**src/rtl/hci_package.sv**
```systemverilog
// Shared types and constants for the HCI core response tracker.
package hci_package;

    localparam int unsigned HCI_RSP_DW = 32;
    localparam int unsigned HCI_RSP_IW = 8;
    localparam int unsigned HCI_RSP_UW = 2;

    localparam int unsigned HCI_RSP_TRACKER_MIN_DEPTH = 2;

    typedef struct packed {
        logic [HCI_RSP_IW-1:0] id;
        logic [HCI_RSP_UW-1:0] user;
    } rsp_tag_t;

    typedef struct packed {
        logic [HCI_RSP_DW-1:0] data;
        rsp_tag_t              tag;
    } rsp_entry_t;

endpackage

```
**src/rtl/hci_core_rsp_tracker_fifo.sv**
```systemverilog
// Generic synchronous FIFO with full/empty flags; head is read straight from the storage registers.
module hci_core_rsp_tracker_fifo #(
    parameter int unsigned WIDTH = 8,
    parameter int unsigned DEPTH = 4
) (
    input  logic             clk_i,
    input  logic             rst_i,
    input  logic             push_i,
    input  logic [WIDTH-1:0] data_i,
    input  logic             pop_i,
    output logic [WIDTH-1:0] data_o,
    output logic             full_o,
    output logic             empty_o
);

    localparam int unsigned PW = (DEPTH > 1) ? $clog2(DEPTH) : 1;
    localparam int unsigned CW = $clog2(DEPTH + 1);

    logic [WIDTH-1:0] mem_q [DEPTH];
    logic [PW-1:0]    wr_ptr_q, wr_ptr_d;
    logic [PW-1:0]    rd_ptr_q, rd_ptr_d;
    logic [CW-1:0]    cnt_q, cnt_d;
    logic             do_push, do_pop;

    function automatic logic [PW-1:0] ptr_inc(input logic [PW-1:0] p);
        return (p == PW'(DEPTH - 1)) ? '0 : p + PW'(1);
    endfunction

    assign full_o  = (cnt_q == CW'(DEPTH));
    assign empty_o = (cnt_q == '0);
    assign do_push = push_i & ~full_o;
    assign do_pop  = pop_i & ~empty_o;
    assign data_o  = mem_q[rd_ptr_q];

    // NOTE: every always_comb output gets a default first so no path can infer a latch.
    always_comb begin
        wr_ptr_d = wr_ptr_q;
        rd_ptr_d = rd_ptr_q;
        cnt_d    = cnt_q;
        if (do_push) wr_ptr_d = ptr_inc(wr_ptr_q);
        if (do_pop)  rd_ptr_d = ptr_inc(rd_ptr_q);
        case ({do_push, do_pop})
            2'b10:   cnt_d = cnt_q + CW'(1);
            2'b01:   cnt_d = cnt_q - CW'(1);
            default: cnt_d = cnt_q;
        endcase
    end

    // NOTE: state registers use non-blocking assignments so all flops update together at the edge.
    always_ff @(posedge clk_i) begin
        if (rst_i) begin
            wr_ptr_q <= '0;
            rd_ptr_q <= '0;
            cnt_q    <= '0;
        end else begin
            wr_ptr_q <= wr_ptr_d;
            rd_ptr_q <= rd_ptr_d;
            cnt_q    <= cnt_d;
        end
    end

    // NOTE: storage is not reset; empty_o guards every read of a stale slot.
    always_ff @(posedge clk_i) begin
        if (do_push) mem_q[wr_ptr_q] <= data_i;
    end

endmodule

```
**src/rtl/hci_core_rsp_tracker.sv**
```systemverilog
// Credit-based response tracker: tags TCDM responses with id/user and buffers them under r_ready stalls.
// Optional statistics outputs are enabled by defining HCI_CORE_RSP_TRACKER_STATS_EN.
module hci_core_rsp_tracker
    import hci_package::*;
#(
    parameter int unsigned DW              = HCI_RSP_DW,
    parameter int unsigned AW              = 32,
    parameter int unsigned UW              = HCI_RSP_UW,
    parameter int unsigned IW              = HCI_RSP_IW,
    parameter int unsigned MAX_OUTSTANDING = 4
) (
    input  logic                                 clk_i,
    input  logic                                 rst_i,
    input  logic                                 clear_i,
    input  logic                                 tgt_req_i,
    output logic                                 tgt_gnt_o,
    input  logic [AW-1:0]                        tgt_add_i,
    input  logic                                 tgt_wen_i,
    input  logic [DW/8-1:0]                      tgt_be_i,
    input  logic [DW-1:0]                        tgt_data_i,
    input  logic [IW-1:0]                        tgt_id_i,
    input  logic [UW-1:0]                        tgt_user_i,
    output logic                                 tgt_r_valid_o,
    input  logic                                 tgt_r_ready_i,
    output logic [DW-1:0]                        tgt_r_data_o,
    output logic [IW-1:0]                        tgt_r_id_o,
    output logic [UW-1:0]                        tgt_r_user_o,
    output logic                                 ini_req_o,
    input  logic                                 ini_gnt_i,
    output logic [AW-1:0]                        ini_add_o,
    output logic                                 ini_wen_o,
    output logic [DW/8-1:0]                      ini_be_o,
    output logic [DW-1:0]                        ini_data_o,
    input  logic                                 ini_r_valid_i,
    input  logic [DW-1:0]                        ini_r_data_i,
`ifdef HCI_CORE_RSP_TRACKER_STATS_EN
    output logic [31:0]                          stall_cnt_o,
    output logic [$clog2(MAX_OUTSTANDING+1)-1:0] max_occ_o,
`endif
    output logic                                 err_o
);

    localparam int unsigned CW = $clog2(MAX_OUTSTANDING + 1);

    typedef struct packed {
        logic [IW-1:0] id;
        logic [UW-1:0] user;
    } tag_t;

    typedef struct packed {
        logic [DW-1:0] data;
        tag_t          tag;
    } entry_t;

    if (MAX_OUTSTANDING < HCI_RSP_TRACKER_MIN_DEPTH) begin : g_depth_check
        $error("hci_core_rsp_tracker: MAX_OUTSTANDING must be at least 2");
    end

    logic [CW-1:0] cnt_q, cnt_d;
    logic          err_q, err_d;
    logic          drop_q;
    logic          flush;
    logic          room;
    logic          gnt_fire, rsp_fire;
    logic          rsp_arrive, rsp_accept, bypass;
    logic          resp_push, resp_pop;
    logic          tag_full, tag_empty, resp_full, resp_empty;
    logic          unused_full;
    tag_t          tag_in, tag_head;
    entry_t        resp_in, resp_head, out_entry;

    assign flush = rst_i | clear_i;

    // Credit return is registered: a full tracker stays closed for the cycle of the handshake.
    assign room      = (cnt_q < CW'(MAX_OUTSTANDING));
    assign ini_req_o = tgt_req_i & room;
    assign tgt_gnt_o = ini_gnt_i & room;
    assign gnt_fire  = ini_req_o & ini_gnt_i;

    assign ini_add_o  = tgt_add_i;
    assign ini_wen_o  = tgt_wen_i;
    assign ini_be_o   = tgt_be_i;
    assign ini_data_o = tgt_data_i;

    assign rsp_arrive = ini_r_valid_i & ~drop_q;
    assign rsp_accept = rsp_arrive & ~tag_empty;
    assign bypass     = rsp_accept & resp_empty & tgt_r_ready_i;
    assign resp_push  = rsp_accept & ~bypass;
    assign resp_pop   = ~resp_empty & tgt_r_ready_i;

    assign tag_in       = '{id: tgt_id_i, user: tgt_user_i};
    assign resp_in.data = ini_r_data_i;
    assign resp_in.tag  = tag_head;
    assign out_entry    = resp_empty ? resp_in : resp_head;

    assign tgt_r_valid_o = ~resp_empty | bypass;
    assign tgt_r_data_o  = out_entry.data;
    assign tgt_r_id_o    = out_entry.tag.id;
    assign tgt_r_user_o  = out_entry.tag.user;
    assign rsp_fire      = tgt_r_valid_o & tgt_r_ready_i;
    assign err_o         = err_q;

    // The credit counter already keeps both FIFOs from overflowing.
    assign unused_full = tag_full ^ resp_full;

    hci_core_rsp_tracker_fifo #(
        .WIDTH ($bits(tag_t)),
        .DEPTH (MAX_OUTSTANDING)
    ) u_tag_fifo (
        .clk_i   (clk_i),
        .rst_i   (flush),
        .push_i  (gnt_fire),
        .data_i  (tag_in),
        .pop_i   (rsp_accept),
        .data_o  (tag_head),
        .full_o  (tag_full),
        .empty_o (tag_empty)
    );

    hci_core_rsp_tracker_fifo #(
        .WIDTH ($bits(entry_t)),
        .DEPTH (MAX_OUTSTANDING)
    ) u_resp_fifo (
        .clk_i   (clk_i),
        .rst_i   (flush),
        .push_i  (resp_push),
        .data_i  (resp_in),
        .pop_i   (resp_pop),
        .data_o  (resp_head),
        .full_o  (resp_full),
        .empty_o (resp_empty)
    );

    always_comb begin
        cnt_d = cnt_q;
        case ({gnt_fire, rsp_fire})
            2'b10:   cnt_d = cnt_q + CW'(1);
            2'b01:   cnt_d = cnt_q - CW'(1);
            default: cnt_d = cnt_q;
        endcase
        err_d = err_q | (rsp_arrive & tag_empty);
    end

    // drop_q masks the response of a request granted just before a flush.
    always_ff @(posedge clk_i) begin
        if (flush) begin
            cnt_q  <= '0;
            err_q  <= 1'b0;
            drop_q <= 1'b1;
        end else begin
            cnt_q  <= cnt_d;
            err_q  <= err_d;
            drop_q <= 1'b0;
        end
    end

`ifdef HCI_CORE_RSP_TRACKER_STATS_EN
    logic [31:0]   stall_cnt_q, stall_cnt_d;
    logic [CW-1:0] max_occ_q, max_occ_d;

    always_comb begin
        stall_cnt_d = stall_cnt_q;
        if (tgt_req_i & ~room & ~(&stall_cnt_q)) stall_cnt_d = stall_cnt_q + 32'd1;
        max_occ_d = (cnt_q > max_occ_q) ? cnt_q : max_occ_q;
    end

    always_ff @(posedge clk_i) begin
        if (flush) begin
            stall_cnt_q <= '0;
            max_occ_q   <= '0;
        end else begin
            stall_cnt_q <= stall_cnt_d;
            max_occ_q   <= max_occ_d;
        end
    end

    assign stall_cnt_o = stall_cnt_q;
    assign max_occ_o   = max_occ_q;
`endif

endmodule

```
**config.mk**
```make
export PLATFORM = sky130hd
export DESIGN_NAME = hci_core_rsp_tracker
export DESIGN_NICKNAME = d
export VERILOG_FILES = /design/src/rtl/hci_package.sv /design/src/rtl/hci_core_rsp_tracker_fifo.sv /design/src/rtl/hci_core_rsp_tracker.sv
export SDC_FILE = /design/constraint.sdc
export NUM_CORES = 1
export LEC_CHECK = 0
export BUFFER_PORTS_ARGS = -buffer_cell sky130_fd_sc_hd__buf_2
export CORE_MARGIN = 4
export CORE_UTILIZATION = 57
export CTS_CLUSTER_SIZE = 12
export DETAILED_ROUTE_END_ITERATION = 6
export PLACE_DENSITY = 0.93
export REMOVE_ABC_BUFFERS = 1
export SYNTH_ARGS = -nofsm -noshare
export SYNTH_HDL_FRONTEND = slang
export SYNTH_SLANG_ARGS = --single-unit
```
**constraint.sdc**
```tcl
create_clock -name clk_i -period 9.15 [get_ports clk_i]
set_clock_uncertainty 0.2 [all_clocks]
set_input_delay 2.2875 -clock clk_i [delete_from_list [all_inputs] [get_ports clk_i]]
set_output_delay 2.2875 -clock clk_i [all_outputs]
set_load 0.02 [all_outputs]
```
# [Word level (Yosys, flattened, before mapping)]
# Memories as Yosys holds them, arrays and structs flattened. A register that Yosys moved wholly into a read port is not among the register bits.
# Cells that the tools add are included.
[classes] mux=17 n_addsub=10 n_reduce_logical=5 order_cmp=1 n_eq_ne=12 bitwise_logic=24
[op_table] cell="42-bit two-way mux" n=1
[op_table] cell="3-bit one-hot mux with 2 select lines" n=3
[op_table] cell="2-bit two-way mux" n=8
[op_table] cell="1-bit bitwise AND" n=15
[op_table] cell="2-bit == test (second input constant)" n=7
[op_table] cell="3-bit by 1-bit adder with 3-bit output (second input constant)" n=3
[op_table] cell="3-bit by 1-bit subtractor with 3-bit output (second input constant)" n=3
[op_table] cell="2-bit by 1-bit adder with 2-bit output (second input constant)" n=4
[op_table] cell="2-bit by 1-bit == test with 1-bit output (second input constant)" n=3
[op_table] cell="3-bit == test (second input constant)" n=2
[op_table] cell="3-bit logical NOT" n=2
[op_table] cell="1-bit inverter" n=6
[op_table] cell="2-bit nonzero test" n=3
[op_table] cell="1-bit two-way mux" n=5
[op_table] cell="3-bit < comparator (second input constant)" n=1
[op_table] cell="1-bit bitwise OR" n=3
[totals] elab_cells=80 n_memories=2 output_inout_bits=115 regBits=19 ramBits=208 in_bits=118
[memory_table] name="u_resp_fifo.mem_q" depth=4 word_bits=42 rd=1 rd_ports_with_merged_regs=1 wr=1 line_no="hci_core_rsp_tracker_fifo.sv:19" source="logic [WIDTH-1:0] mem_q [DEPTH];"
[memory_table] name="u_tag_fifo.mem_q" depth=4 word_bits=10 rd=1 rd_ports_with_merged_regs=1 wr=1 line_no="hci_core_rsp_tracker_fifo.sv:19"

# [Depth between registers and ports, before layout]
[depth] ltp_word=10 mapped_depth=9 ltp_nobuf=9

# [Modules after synthesis]
# A second synthesis with hierarchy kept.
[hier_totals] cells_unflattened=532 area_unflattened_um2=9809.4
[modules_own_cells] mod="hci_core_rsp_tracker_fifo (u_resp_fifo)" area_per_inst_um2=6545.0 seq_area_each_um2=5225.0 cells_per_inst=274 n_inst=1
[modules_own_cells] mod="hci_core_rsp_tracker_fifo (u_tag_fifo)" area_per_inst_um2=1933.1 seq_area_each_um2=1381.3 cells_per_inst=106 n_inst=1
[modules_own_cells] mod="hci_core_rsp_tracker" area_per_inst_um2=1331.3 seq_area_each_um2=100.1 cells_per_inst=152 n_inst=1

# [Least setup slack after synthesis]
# Ideal clock, no wire load.
[synth_path] kind="input-to-output" startpoint="input ini_r_valid_i" endpoint="output tgt_r_valid_o" n_path_buf=0 path_stages=3 t_arrival_ns=2.908 required_time_ns=6.662 slack_ns=3.755 path_cell_list="or2b_4 nor2_1 a21o_2"
[synth_between] elab_chain_cells=5
[synth_rtl] element="start: declaration" line_no="hci_core_rsp_tracker.sv:34" source="input logic ini_r_valid_i,"
[synth_rtl] element="1-bit bitwise AND" line_no="hci_core_rsp_tracker.sv:85" source="assign rsp_arrive = ini_r_valid_i & ~drop_q;"
[synth_rtl] element="1-bit bitwise AND" line_no="hci_core_rsp_tracker.sv:86" source="assign rsp_accept = rsp_arrive & ~tag_empty;"
[synth_rtl] element="1-bit bitwise AND (2 in series)" line_no="hci_core_rsp_tracker.sv:87" source="assign bypass = rsp_accept & resp_empty & tgt_r_ready_i;"
[synth_rtl] element="1-bit bitwise OR" line_no="hci_core_rsp_tracker.sv:96" source="assign tgt_r_valid_o = ~resp_empty | bypass;"
[synth_rtl] element="end: declaration" line_no="hci_core_rsp_tracker.sv:23" source="output logic tgt_r_valid_o,"
# Every way passes these cells.

# [Worst setup path in the final report]
# Same ends and word-level chain as after synthesis.

==> impl_metrics.toml <==
[run_status]
outcome = "completed"

[floorplanning]
die_h_um = 139
rows = 47
die-area_um2 = 19300
core_area_um2 = 16700
io_pins = 233
dieWidth_um = 139
start_util_pct = 58.6

[hold_path]
hold_depth = 2
holdCritStartpoint = "err_o"
hold_path_class = "reg2reg"
worstHoldEndpoint = "err_o"

[clock_network]
worstSkewPairLatency_ps = 510
postCtsSetupRepairBufs = 0
cts_max_path_buffers = 3
clk_pin_slew_ps = 50
numCtsBuffers = 24
cts_resized = 0
cts_tree = "done"
htree_levels = 1
hold_buffers = 0
clock-root-buffer = "clkbuf_16"
cts_num_sinks = 231

[global_route]
grt_pass1_wl_mm = 33.8
antenna_found_initial = 0
grt_use_met2_pct = 33.6
grt_pass1_vias = 5446
grt-ovfl-total = 0
grt.met3_usage_pct = 12.4
grt_use_total_pct = 23.1
busiest_layer = "met2"
grt_max_degree = 46
grt_use_met1_pct = 30.9

[power_and_ir_drop]
power_leakage_nw = 3.71
p_per_area_nw_per_um2 = 200
total_power_mw = 2.12
ir_drop_mv = 0.141

[critical_path]
worstPathCellList = "buf_2 > or2b_4 > nor2_1 > a21o_2 > buf_2"
critical_path_class = "in2out"
slowest_delay_ps = 280
rr_worst_depth = 7
endpoint_kind = "primary output"
arrival_ps = 3180
startpoint_type = "primary input"
crit_slowest_cell = "or2b_4"
regToRegStartpoint = "u_resp_fifo.cnt_q[0]"
rrSetupSlack_ps = 6010
crit_fanout = 5
r2r_end = "cnt_q[2]"
path_common_cell = "buf_2"
cp.required_ps = 6660

[sta]
layout_setup_ws_ps = 3480
fmax_mhz = 176
slew_headroom_pct = 21.4
fin_crit_sh_pct = 61.9
fin_crit_ps = 5670
setup_tns_ps = 0
maxSlewViolCount = 0
rsz0062_at_grt = "no"
holdWs_ps = 280
setup_viol = 0
tightest_slew_ps = 1180
hold_viol = 0

[logic_synthesis]
synth_top_area_share_pct = 63.9
synth.cell_area_um2 = 9780
synth_edf_count = 208
synth-async-reset-ratio_pct = 0
avgSynthCellArea_um2 = 16.1
synth_cells = 607
synth_seq_cells = 231
seq_area_frac_synth_pct = 68.6
synth_cell_types = 32
ys_warn_count = 0
synth_top_cell_by_area = "edfxtp_1"
synthFlopType = "edfxtp_1"
ys_top_cells_by_area = "edfxtp_1, mux4_2, buf_4"

[layout]
final_common_cell = "edfxtp_1"
drive_gt1_share_pct = 29.3
mostFrequentLayoutCells = "edfxtp_1, nand2_1, buf_2, mux4_2, clkbuf_16"
fin_nets = 771
post-route-util_pct = 63.6
synthToLayoutAreaGrowth_pct = 8.65
diodes = 0

[drt]
routedWlPerCell_um = 25.8
drcViolationCount = 0
wirelength_mm = 22.5
first_iter_violations = 321
dr_total_vias = 5194
drtAntennaViolNets = 0
drtPass1Iterations = 5
drt-vias-per-instance = 5.98

[placed_design]
place_ws_ps = 3490
hpwl_mm = 14.3
io_buffers = 94
gp_congestion = 0.776

[run]
maxCapViolCount = 0
per-stage QoR:
step | instance area (um^2) | std cells
3_5_place_dp | 9900 | 831
5_1_grt | 10600 | 869
3_3_place_gp | 9900 | 831
4_1_cts | 10600 | 869
6_report | 10600 | 869
2_1_floorplan | 9130 | 516
cell usage after synthesis, drive strengths merged, types with 2 or more instances:
library cell and count:
a21oi 11, and2 8, buf 83, clkbuf 8, dfxtp 23, edfxtp 208
fa 3, ha 13, inv 14, mux2i 3, mux4 52, nand2 131
nand3b 2, nor2 12, nor2b 3, nor3 2, nor3b 2, o21a 3
o21ai 6, or3 6, or4 2, xor2 5
area by class of cell:
| type | instances | area (um^2) |
|---|---|---|
| clock buffer | 34 | 679 |
| sequential | 231 | 6710 |
| timing repair buffer | 95 | 478 |
| tap | 220 | 275 |
| inverter | 14 | 52.6 |
| clock inverter | 4 | 45.0 |
| multi-input combinational | 271 | 2380 |
| fill | 1172 | 6070 |
state kept, by name (all words and copies together) (netlist names), named ones only:
register,flops
u_resp_fifo.rd_ptr_q,2
u_tag_fifo.mem_q,40
cnt_q,3
u_tag_fifo.wr_ptr_q,2
u_tag_fifo.rd_ptr_q,2
u_resp_fifo.cnt_q,3
drop_q,1
u_tag_fifo.cnt_q,3
u_resp_fifo.wr_ptr_q,2
u_resp_fifo.mem_q,168
err_o,1
worst max-delay path: cells and delay by family:
family / cells / cell delay (ps)
simple gates: 2 / 480
buf+inv: 2 / 240
compound gates: 1 / 160
how the worst max path moves through the flow:
| stage | from | cells past startpoint | slack (ps) | endpoint |
|---|---|---|---|---|
| floorplan | ini_r_valid_i | 3 | 3750 | tgt_r_valid_o |
| global placement | ini_r_valid_i | 5 | 3540 | tgt_r_valid_o |
| detailed placement | ini_r_valid_i | 5 | 3490 | tgt_r_valid_o |
| CTS | ini_r_valid_i | 5 | 3480 | tgt_r_valid_o |
| global route | ini_r_valid_i | 5 | 3430 | tgt_r_valid_o |
| finish | ini_r_valid_i | 5 | 3480 | tgt_r_valid_o |
layer usage:
metal	vias up	routed length [um]
li1	2223	-
met1	2616	8940
met2	313	9980
met3	36	2940
met4	6	405
met5	-	188
power by group:
group	leakage, nW	internal, mW	switching (mW)
clock network	0.348	0.538	0.361
registers	2.06	1.15	0.00190
logic	1.30	0.0240	0.0472
total	3.71	1.71	0.410
logic make-up after synthesis:
| group | Yosys count | synth area share, % |
|---|---|---|
| xor gates and xnor gates | 6 | 0.537 |
| AOI/OAI and AO/OA | 23 | 1.54 |
| DFF | 231 | 68.6 |
| adders and majority gates | 16 | 2.28 |
| buffers and inverters | 105 | 7.18 |
| muxes | 55 | 12.3 |
| and+or+nand+nor | 171 | 7.62 |
Note: power is estimated with default switching activity, not from simulation.
